$ cat src/rtl/mem_access_unit.sv
// MEM-stage data bus initiator: sub-word loads/stores over a word-wide bus.
// Sub-word stores are done as read-modify-write; faults are reported on done.
module mem_access_unit (
  input  logic        clk,
  input  logic        reset_n,
  input  logic        i_req,
  input  logic        i_is_store,
  input  logic [1:0]  i_size,
  input  logic        i_sign_ext,
  input  logic [31:0] i_addr,
  input  logic [31:0] i_wdata,
  output logic        o_busy,
  output logic        o_done,
  output logic [31:0] o_rdata_out,
  output logic [1:0]  o_fault,
  output logic        o_mem_rd,
  output logic        o_mem_wr,
  output logic [31:0] o_mem_addr,
  output logic [31:0] o_mem_wdata,
  input  logic [31:0] i_mem_rdata,
  input  logic        i_mem_accessable
);

  typedef enum logic [1:0] {
    S_IDLE,
    S_READ,
    S_WRITE,
    S_DONE
  } state_t;

  localparam logic [1:0] F_OK  = 2'b00;
  localparam logic [1:0] F_MIS = 2'b01;
  localparam logic [1:0] F_ACC = 2'b10;

  state_t      r_state;
  state_t      w_next;

  logic        r_is_store;
  logic [1:0]  r_size;
  logic        r_sign_ext;
  logic [31:0] r_addr;
  logic [31:0] r_wdata;
  logic [31:0] r_merged;
  logic [31:0] r_rdata_out;
  logic [1:0]  r_fault;

  logic        w_misaligned;
  logic [7:0]  w_byte;
  logic [15:0] w_half;
  logic        w_is_byte;
  logic        w_is_half;
  logic [31:0] w_load_val;
  logic [31:0] w_merged;

  // Alignment is judged on the live request, before anything is latched
  always_comb begin
    w_misaligned = 1'b0;
    unique case (i_size)
      2'b00:   w_misaligned = 1'b0;
      2'b01:   w_misaligned = i_addr[0];
      default: w_misaligned = |i_addr[1:0];
    endcase
  end

  assign w_is_byte = (r_size == 2'b00);
  assign w_is_half = (r_size == 2'b01);

  always_comb begin
    w_byte = 8'h00;
    unique case (r_addr[1:0])
      2'd0: w_byte = i_mem_rdata[7:0];
      2'd1: w_byte = i_mem_rdata[15:8];
      2'd2: w_byte = i_mem_rdata[23:16];
      2'd3: w_byte = i_mem_rdata[31:24];
    endcase
  end

  assign w_half = r_addr[1] ? i_mem_rdata[31:16]
                            : i_mem_rdata[15:0];

  always_comb begin
    w_load_val = i_mem_rdata;
    unique case (1'b1)
      w_is_byte:
        w_load_val = {{24{r_sign_ext & w_byte[7]}}, w_byte};
      w_is_half:
        w_load_val = {{16{r_sign_ext & w_half[15]}}, w_half};
      default:
        w_load_val = i_mem_rdata;
    endcase
  end

  // Old word with only the addressed lane overwritten
  always_comb begin
    w_merged = i_mem_rdata;
    unique case (1'b1)
      w_is_byte:
        w_merged[{r_addr[1:0], 3'b000} +: 8] = r_wdata[7:0];
      w_is_half:
        w_merged[{r_addr[1], 4'b0000} +: 16] = r_wdata[15:0];
      default:
        w_merged = r_wdata;
    endcase
  end

  always_comb begin
    w_next = r_state;
    unique case (r_state)
      S_IDLE: begin
        if (i_req) begin
          w_next = w_misaligned ? S_DONE : S_READ;
        end
      end
      S_READ: begin
        if (!i_mem_accessable) begin
          w_next = S_DONE;
        end else if (r_is_store) begin
          w_next = S_WRITE;
        end else begin
          w_next = S_DONE;
        end
      end
      S_WRITE: w_next = S_DONE;
      S_DONE:  w_next = S_IDLE;
    endcase
  end

  always_ff @(posedge clk or negedge reset_n) begin
    if (!reset_n) begin
      r_state <= S_IDLE;
    end else begin
      r_state <= w_next;
    end
  end

  always_ff @(posedge clk or negedge reset_n) begin
    if (!reset_n) begin
      r_is_store  <= 1'b0;
      r_size      <= 2'b00;
      r_sign_ext  <= 1'b0;
      r_addr      <= 32'h0;
      r_wdata     <= 32'h0;
      r_merged    <= 32'h0;
      r_rdata_out <= 32'h0;
      r_fault     <= F_OK;
    end else begin
      unique case (r_state)
        S_IDLE: begin
          if (i_req) begin
            r_is_store <= i_is_store;
            r_size     <= i_size;
            r_sign_ext <= i_sign_ext;
            r_addr     <= i_addr;
            r_wdata    <= i_wdata;
            if (w_misaligned) begin
              r_fault <= F_MIS;
            end
          end
        end
        S_READ: begin
          if (!i_mem_accessable) begin
            r_fault <= F_ACC;
          end else if (r_is_store) begin
            r_merged <= w_merged;
          end else begin
            r_rdata_out <= w_load_val;
            r_fault     <= F_OK;
          end
        end
        S_WRITE: r_fault <= F_OK;
        S_DONE:  ;
      endcase
    end
  end

  // Strobes come straight from the state so reset kills them at once
  assign o_busy      = (r_state != S_IDLE);
  assign o_done      = (r_state == S_DONE);
  assign o_mem_rd    = (r_state == S_READ);
  assign o_mem_wr    = (r_state == S_WRITE);
  assign o_mem_addr  = {r_addr[31:2], 2'b00};
  assign o_mem_wdata = r_merged;
  assign o_rdata_out = r_rdata_out;
  assign o_fault     = r_fault;

endmodule

$ cat config.mk
export PLATFORM = sky130hd
export DESIGN_NAME = mem_access_unit
export DESIGN_NICKNAME = d
export VERILOG_FILES = /design/src/rtl/mem_access_unit.sv
export SDC_FILE = /design/constraint.sdc
export NUM_CORES = 1
export LEC_CHECK = 0
export ABC_AREA = 1
export CAP_MARGIN = 20
export CORE_MARGIN = 2
export CORE_UTILIZATION = 25
export CTS_BUF_LIST = sky130_fd_sc_hd__clkbuf_8
export DETAILED_ROUTE_END_ITERATION = 8
export SLEW_MARGIN = 25
export SYNTH_ARGS = -nofsm -noshare
export SYNTH_HDL_FRONTEND = slang
export SYNTH_SLANG_ARGS = --single-unit
$ cat constraint.sdc
create_clock -name clk -period 2.4 [get_ports clk]
set_input_delay 0.6 -clock clk [delete_from_list [all_inputs] [get_ports clk]]
set_output_delay 0.6 -clock clk [all_outputs]
set_load 0.005 [all_outputs]
==> results of run 1 <==
-- critical path: cells and delay by family (launching register included) --
kind | cells | cell delay [ns]
buffers and inverters | 2 | 0.63
adders and majority gates | 1 | 0.19
DFF | 1 | 0.39
-- Yosys cell counts, types with 3 or more instances --
cell type  instances  share of area (%)
a21oi_1           79                5.1
or2_1              4               0.32
o21a_1             5               0.48
inv_2              3               0.14
nor2_2             3               0.24
dfrtp_1          136                 44
inv_1             89                4.3
nand3_1           77                5.0
mux2_2            47                6.8
a21boi_1          16                1.5
nand2_1          241                 12
buf_2             27                1.7
buf_4             32                3.1
ha_1               9                1.4
o211ai_1           9               0.87
o21ai_0           36                2.3
nor2_1           112                5.4
or2_2             46                3.7
o21ai_1            6               0.39
clkbuf_1          21                1.0
-- registers in the layout, indices dropped and copies added, names as in the netlist --
name         flops
o_fault          2
o_mem_wdata     32
o_rdata_out     32
r_addr          32
r_is_store       1
r_sign_ext       1
r_size           2
r_state          2
r_wdata         32
-- power breakdown --
part	total, mW	switching [mW]	leakage [nW]	internal (mW)
Clock	2.13	1.03	0.217	1.10
Combinational	6.89	3.41	3.14	3.49
Sequential	4.22	0.792	1.56	3.43
-- final timing paths --
kind	startpoint	to	slack, ns	depth (start not counted)
min in group clk	o_mem_wdata[30]	o_mem_wdata[30]	0.49	2
hold reg to reg	o_mem_wdata[30]	o_mem_wdata[30]	0.49	2
setup reg to reg	r_addr[0]	o_mem_wdata[11]	0.15	7
hold / removal	reset_n	r_addr[14]	0.08	1
max in group asynchronous	reset_n	o_mem_wdata[25]	1.66	2
setup / recovery	r_state[1]	o_mem_rd	0.13	3
-- cell type report --
| type | instances | area, um^2 |
|---|---|---|
| antenna | 1 | 2.50 |
| clock buffer | 19 | 262 |
| clock inverter | 13 | 169 |
| fill | 3251 | 19900 |
| inverter | 94 | 353 |
| multi-input combinational | 697 | 3580 |
| sequential | 136 | 3400 |
| tap | 396 | 495 |
| timing repair buffer | 236 | 2380 |
-- layer usage --
layer  share of wire, %  routed length, um
met4                2.5                698
met2                 46              12900
met3                8.4               2380
met5                  0                  0
met1                 43              12300
-- placed cells by master (no fill, tap or decap), types with 19 or more instances in the layout --
master,Yosys,routed
buf_4,32,25
nand3_1,77,77
or2_2,46,46
a21oi_1,79,79
o21ai_0,36,36
inv_1,89,88
dfrtp_1,136,136
clkdlybuf4s50_1,0,201
mux2_2,47,47
clkbuf_8,0,19
nand2_1,241,240
nor2_1,112,112
-- cell families (layout without fill, tap and decap cells) --
kind of cell | after synthesis | after routing | synth area share, %
fa+ha+maj | 9 | 9 | 1.45
buf+inv | 176 | 362 | 10.5
flops | 136 | 136 | 43.8
compound gates | 153 | 153 | 10.9
simple gates | 486 | 486 | 26.6
other cells | 1 | 3 | 0.0482
mux | 47 | 47 | 6.81
-- timing repair --
item | CTS | global route
buffers inserted | 2 | 0
pin swaps | 0 | 0
setup endpoints to repair | 2 | 2
resized for setup | 2 | 3
==> results.py, run 1 <==
metrics = {
    "outcome": {
        "status": "finished, final reports clean",
    },
    "finish": {
        "layoutNonFillerInstCount": 1592,
        "layout-drive-gt1-share_pct": 14.4,
        "fin_area_um2": 10700,
        "syn_to_final_growth_pct": 37.0,
        "utilization_pct": 34.8,
        "finalNetCount": 1295,
    },
    "drt": {
        "vias": 7348,
        "totalWireLength_um": 28300,
        "routed_via_density": 4.62,
        "wl_per_cell_um": 17.8,
        "drt_first_pass_iters": 5,
        "ant_nets": 0,
        "drt_iter0_markers": 609,
        "remaining_drc_errors": 0,
    },
    "sta": {
        "fmax_mhz": 441,
        "relSlewSlack_pct": 57.0,
        "worstMarginPinSlew_ns": 0.644,
        "whs_ns": 0.0800,
        "skew_ns": 0.0134,
        "maxSlewViolCount": 0,
        "setup_slack_ns": 0.131,
        "rsz0062_at_grt": "no",
        "finalSetupViolCount": 0,
        "finalHoldViolCount": 0,
        "period_needed_ns": 2.27,
        "finalCritPeriodShare_pct": 94.5,
        "tns_ns": 0,
    },
    "grt": {
        "overflow": 0,
        "grtUsageMet2_pct": 27.0,
        "met3_usage_pct": 5.27,
        "antenna_found_initial": 1,
        "use_met1_pct": 22.2,
        "busiest_layer": "met2",
        "track_usage_pct": 17.1,
        "grt_max_degree": 50,
        "grt_pass1_vias": 7276,
        "grt_pass1_wl_um": 42900,
    },
    "floorplan": {
        "fp.dieArea_um2": 32500,
        "rows": 64,
        "io_pins": 206,
        "die_w_um": 180,
        "core_um2": 30600,
        "die_h_um": 180,
        "floorplan.initialDensity_pct": 25.4,
    },
    "logic_synthesis": {
        "synth-seq-area-share_pct": 43.8,
        "synth_cell_type_count": 28,
        "synth-edff-count": 0,
        "ys_seq_elements": 136,
        "async_flop_share_pct": 100,
        "syn_area_um2": 7770,
        "syn_avg_cell_area_um2": 7.71,
        "synthCells": 1008,
        "synth_top_flop_cell": "dfrtp_1",
        "ys_warn_count": 0,
    },
    "setup_path": {
        "critPathRequiredTime_ns": 1.80,
        "cp_cell_sequence": "inv_1 > ha_4 > clkdlybuf4s50_1",
        "cp_max_fo": 5,
        "slowest_stage": "clkdlybuf4s50_1",
        "max_stage_delay_ns": 0.50,
        "worst_setup_path_start_kind": "flop",
        "end_kind": "primary output",
        "crit_type": "reg -> out",
        "cp_data_arrival_time_ns": 1.67,
    },
    "power_and_ir_drop": {
        "p_total_mw": 13.2,
        "leakage_nw": 4.92,
        "power.density_nw_per_um2": 1240,
        "vdd_drop_max_mv": 0.519,
    },
    "placement": {
        "place_ws_ns": 0.212,
        "dpl-instance-area_um2": 10200,
        "port_buffers": 203,
        "gp_congestion": 0.944,
        "dpl.hpwl_um": 21200,
        "dp_cells": 1557,
    },
    "job": {
        "drv_cap": 0,
    },
    "min_path": {
        "hp-class": "in -> async",
    },
    "clock_network": {
        "clock_latency_ns": 0.47,
        "clk_pin_slew_ns": 0.09,
        "cts_max_level": 4,
        "cts_tree": "done",
        "cts_root_buf": "clkbuf_8",
        "cts_buffers": 17,
        "clockBufferDepth": 2,
        "postCtsHoldBufs": 0,
        "clock_sinks": 136,
    },
}
(Power assumes the default switching activity.)
==> run 2, diff against run 1 <==
Settings changed: PLACE_DENSITY_LB_ADDON set to 0.05.
==> results.py, run 2 (synthesis results as in run 1) <==
metrics = {
    "outcome": {
        "status": "finished, final reports clean",
    },
    "power_and_ir_drop": {
        "swShare_pct": 39.7,
        "p_sw_mw": 5.40,
        "pwr-share-seq_pct": 30.7,
        "p_total_mw": 13.6,
        "power_frac_comb_pct": 52.3,
        "leakage_nw": 5.00,
        "p_clk_share_pct": 17.0,
        "vdd_drop_max_mv": 0.529,
        "internal_power_mw": 8.20,
        "power.density_nw_per_um2": 1260,
    },
    "clock_network": {
        "cts_buffers": 17,
        "clockBufferDepth": 2,
        "clk_pin_slew_ns": 0.09,
        "cts_tree": "done",
        "clock_latency_ns": 0.46,
        "cts_root_buf": "clkbuf_8",
        "postCtsHoldBufs": 0,
        "cts_max_level": 4,
        "clock_sinks": 136,
    },
    "finish": {
        "finalNetCount": 1307,
        "n_fill_cell": 3269,
        "layoutNonFillerInstCount": 1603,
        "syn_to_final_growth_pct": 38.8,
        "antenna_cells": 0,
        "final_common_cell": "nand2_1",
        "layout_common_cells": "nand2_1, clkdlybuf4s50_1, dfrtp_1",
        "layout-drive-gt1-share_pct": 15.2,
    },
    "grt": {
        "overflow": 0,
        "antenna_found_initial": 0,
        "grt_pass1_wl_um": 46000,
        "track_usage_pct": 18.5,
        "grt_max_degree": 49,
        "grt_pass1_vias": 7392,
    },
    "sta": {
        "tns_ns": 0,
        "setup_slack_ns": 0.0948,
        "relSlewSlack_pct": 56.6,
        "period_needed_ns": 2.31,
        "maxSlewViolCount": 0,
        "worstMarginPinSlew_ns": 0.650,
        "finalCritPeriodShare_pct": 96.0,
        "finalSetupViolCount": 0,
        "finalHoldViolCount": 0,
        "fmax_mhz": 434,
        "skew_ns": 0.0134,
        "rsz0062_at_grt": "yes",
    },
    "setup_path": {
        "end_kind": "primary output",
        "critPathRequiredTime_ns": 1.80,
        "cp_data_arrival_time_ns": 1.71,
        "cp_max_fo": 4,
        "crit_type": "reg -> out",
        "worst_setup_path_start_kind": "flop",
        "cp_cell_sequence": "inv_1 > ha_4 > inv_2 > clkdlybuf4s50_1",
        "max_stage_delay_ns": 0.50,
        "slowest_stage": "clkdlybuf4s50_1",
    },
    "job": {
        "drv_cap": 0,
    },
    "floorplan": {
        "rows": 64,
        "die_h_um": 180,
        "floorplan.initialDensity_pct": 25.4,
        "core_um2": 30600,
        "die_w_um": 180,
        "fp.dieArea_um2": 32500,
        "io_pins": 206,
    },
    "drt": {
        "drt_first_pass_iters": 6,
        "ant_nets": 0,
        "wl_per_cell_um": 18.7,
        "remaining_drc_errors": 0,
        "routed_via_density": 4.51,
        "drt_iter0_markers": 493,
        "totalWireLength_um": 30000,
        "vias": 7236,
    },
    "placement": {
        "dpl.hpwl_um": 22300,
        "gp_congestion": 0.880,
        "dp_cells": 1568,
        "port_buffers": 203,
        "place_ws_ns": 0.235,
    },
    "min_path": {
        "hp-class": "in -> async",
    },
}
[run 2: cell count changes in the layout (fill, tap and decap cells not counted), sizes merged]
cell      previous run  this run
clkinv               8         3
inv                 95        99
bufinv               3         4
clkinvlp             1         2
diode                1         0
buf                 34        46
clkbuf              19        18
[run 2: area by class of cell]
cell class	instances	area [um^2]	area share [%]
Multi-Input combinational cell	697	3590	33.3
Sequential cell	136	3400	31.5
Clock buffer	18	248	2.30
Tap cell	396	495	4.59
Clock inverter	14	210	1.95
Inverter	94	353	3.27
Timing Repair Buffer	248	2490	23.0
[run 2: repair_timing]
| action | 4_1_cts | 5_1_grt |
|---|---|---|
| pin swaps | 0 | 0 |
| resized for setup | 1 | 5 |
| setup endpoints to repair | 2 | 3 |
| endpoints found under the hold margin | 0 | 0 |
| buffers inserted | 3 | 0 |
[run 2: power by group through the flow]
stage | clock network [mW] | registers (mW) | logic [mW]
CTS | 2.40 | 4.20 | 7.13
global route | 2.50 | 4.33 | 7.85
finish | 2.32 | 4.18 | 7.12
detailed placement | 0 | 4.25 | 7.04
global placement | 0 | 4.25 | 7.07
floorplan | 0 | 4.02 | 3.97
[run 2: metal layers]
| metal | vias up | share of wire [%] | track usage, % |
|---|---|---|---|
| met5 | - | 0 | 0 |
| met4 | 0 | 2.0 | 5.26 |
| met3 | 27 | 6.2 | 4.67 |
| met2 | 236 | 45 | 28.9 |
| met1 | 3431 | 46 | 25.2 |
| li1 | 3542 | - | - |
[run 2: through the flow]
stage / hold WS, ns / instance area, um^2 / util [%]
2_1_floorplan: 0.304 / 7780 / -
3_3_place_gp: 0.472 / 10300 / 33.6
3_5_place_dp: 0.470 / 10300 / 33.6
4_1_cts: 0.0893 / 10800 / 35.2
5_1_grt: 0.0878 / 10800 / 35.3
6_report: 0.0806 / 10800 / 35.3
[run 2: path summary, 6_finish.rpt]
path,from,to,slack [ns],cells past startpoint
max in group asynchronous,reset_n,o_rdata_out[31],1.56,2
min in group clk,o_rdata_out[9],o_rdata_out[9],0.48,2
min reg2reg,o_rdata_out[9],o_rdata_out[9],0.48,2
max reg2reg,r_addr[1],o_mem_wdata[15],0.35,7
max,r_state[0],o_busy,0.09,4
min,reset_n,r_wdata[8],0.08,1
[run 2: worst max-delay path: cells and delay by family (launching register included)]
kind / cells / cell delay, ns
buffers and inverters: 3 / 0.68
adder cells (fa/ha/maj): 1 / 0.19
flip-flops: 1 / 0.38
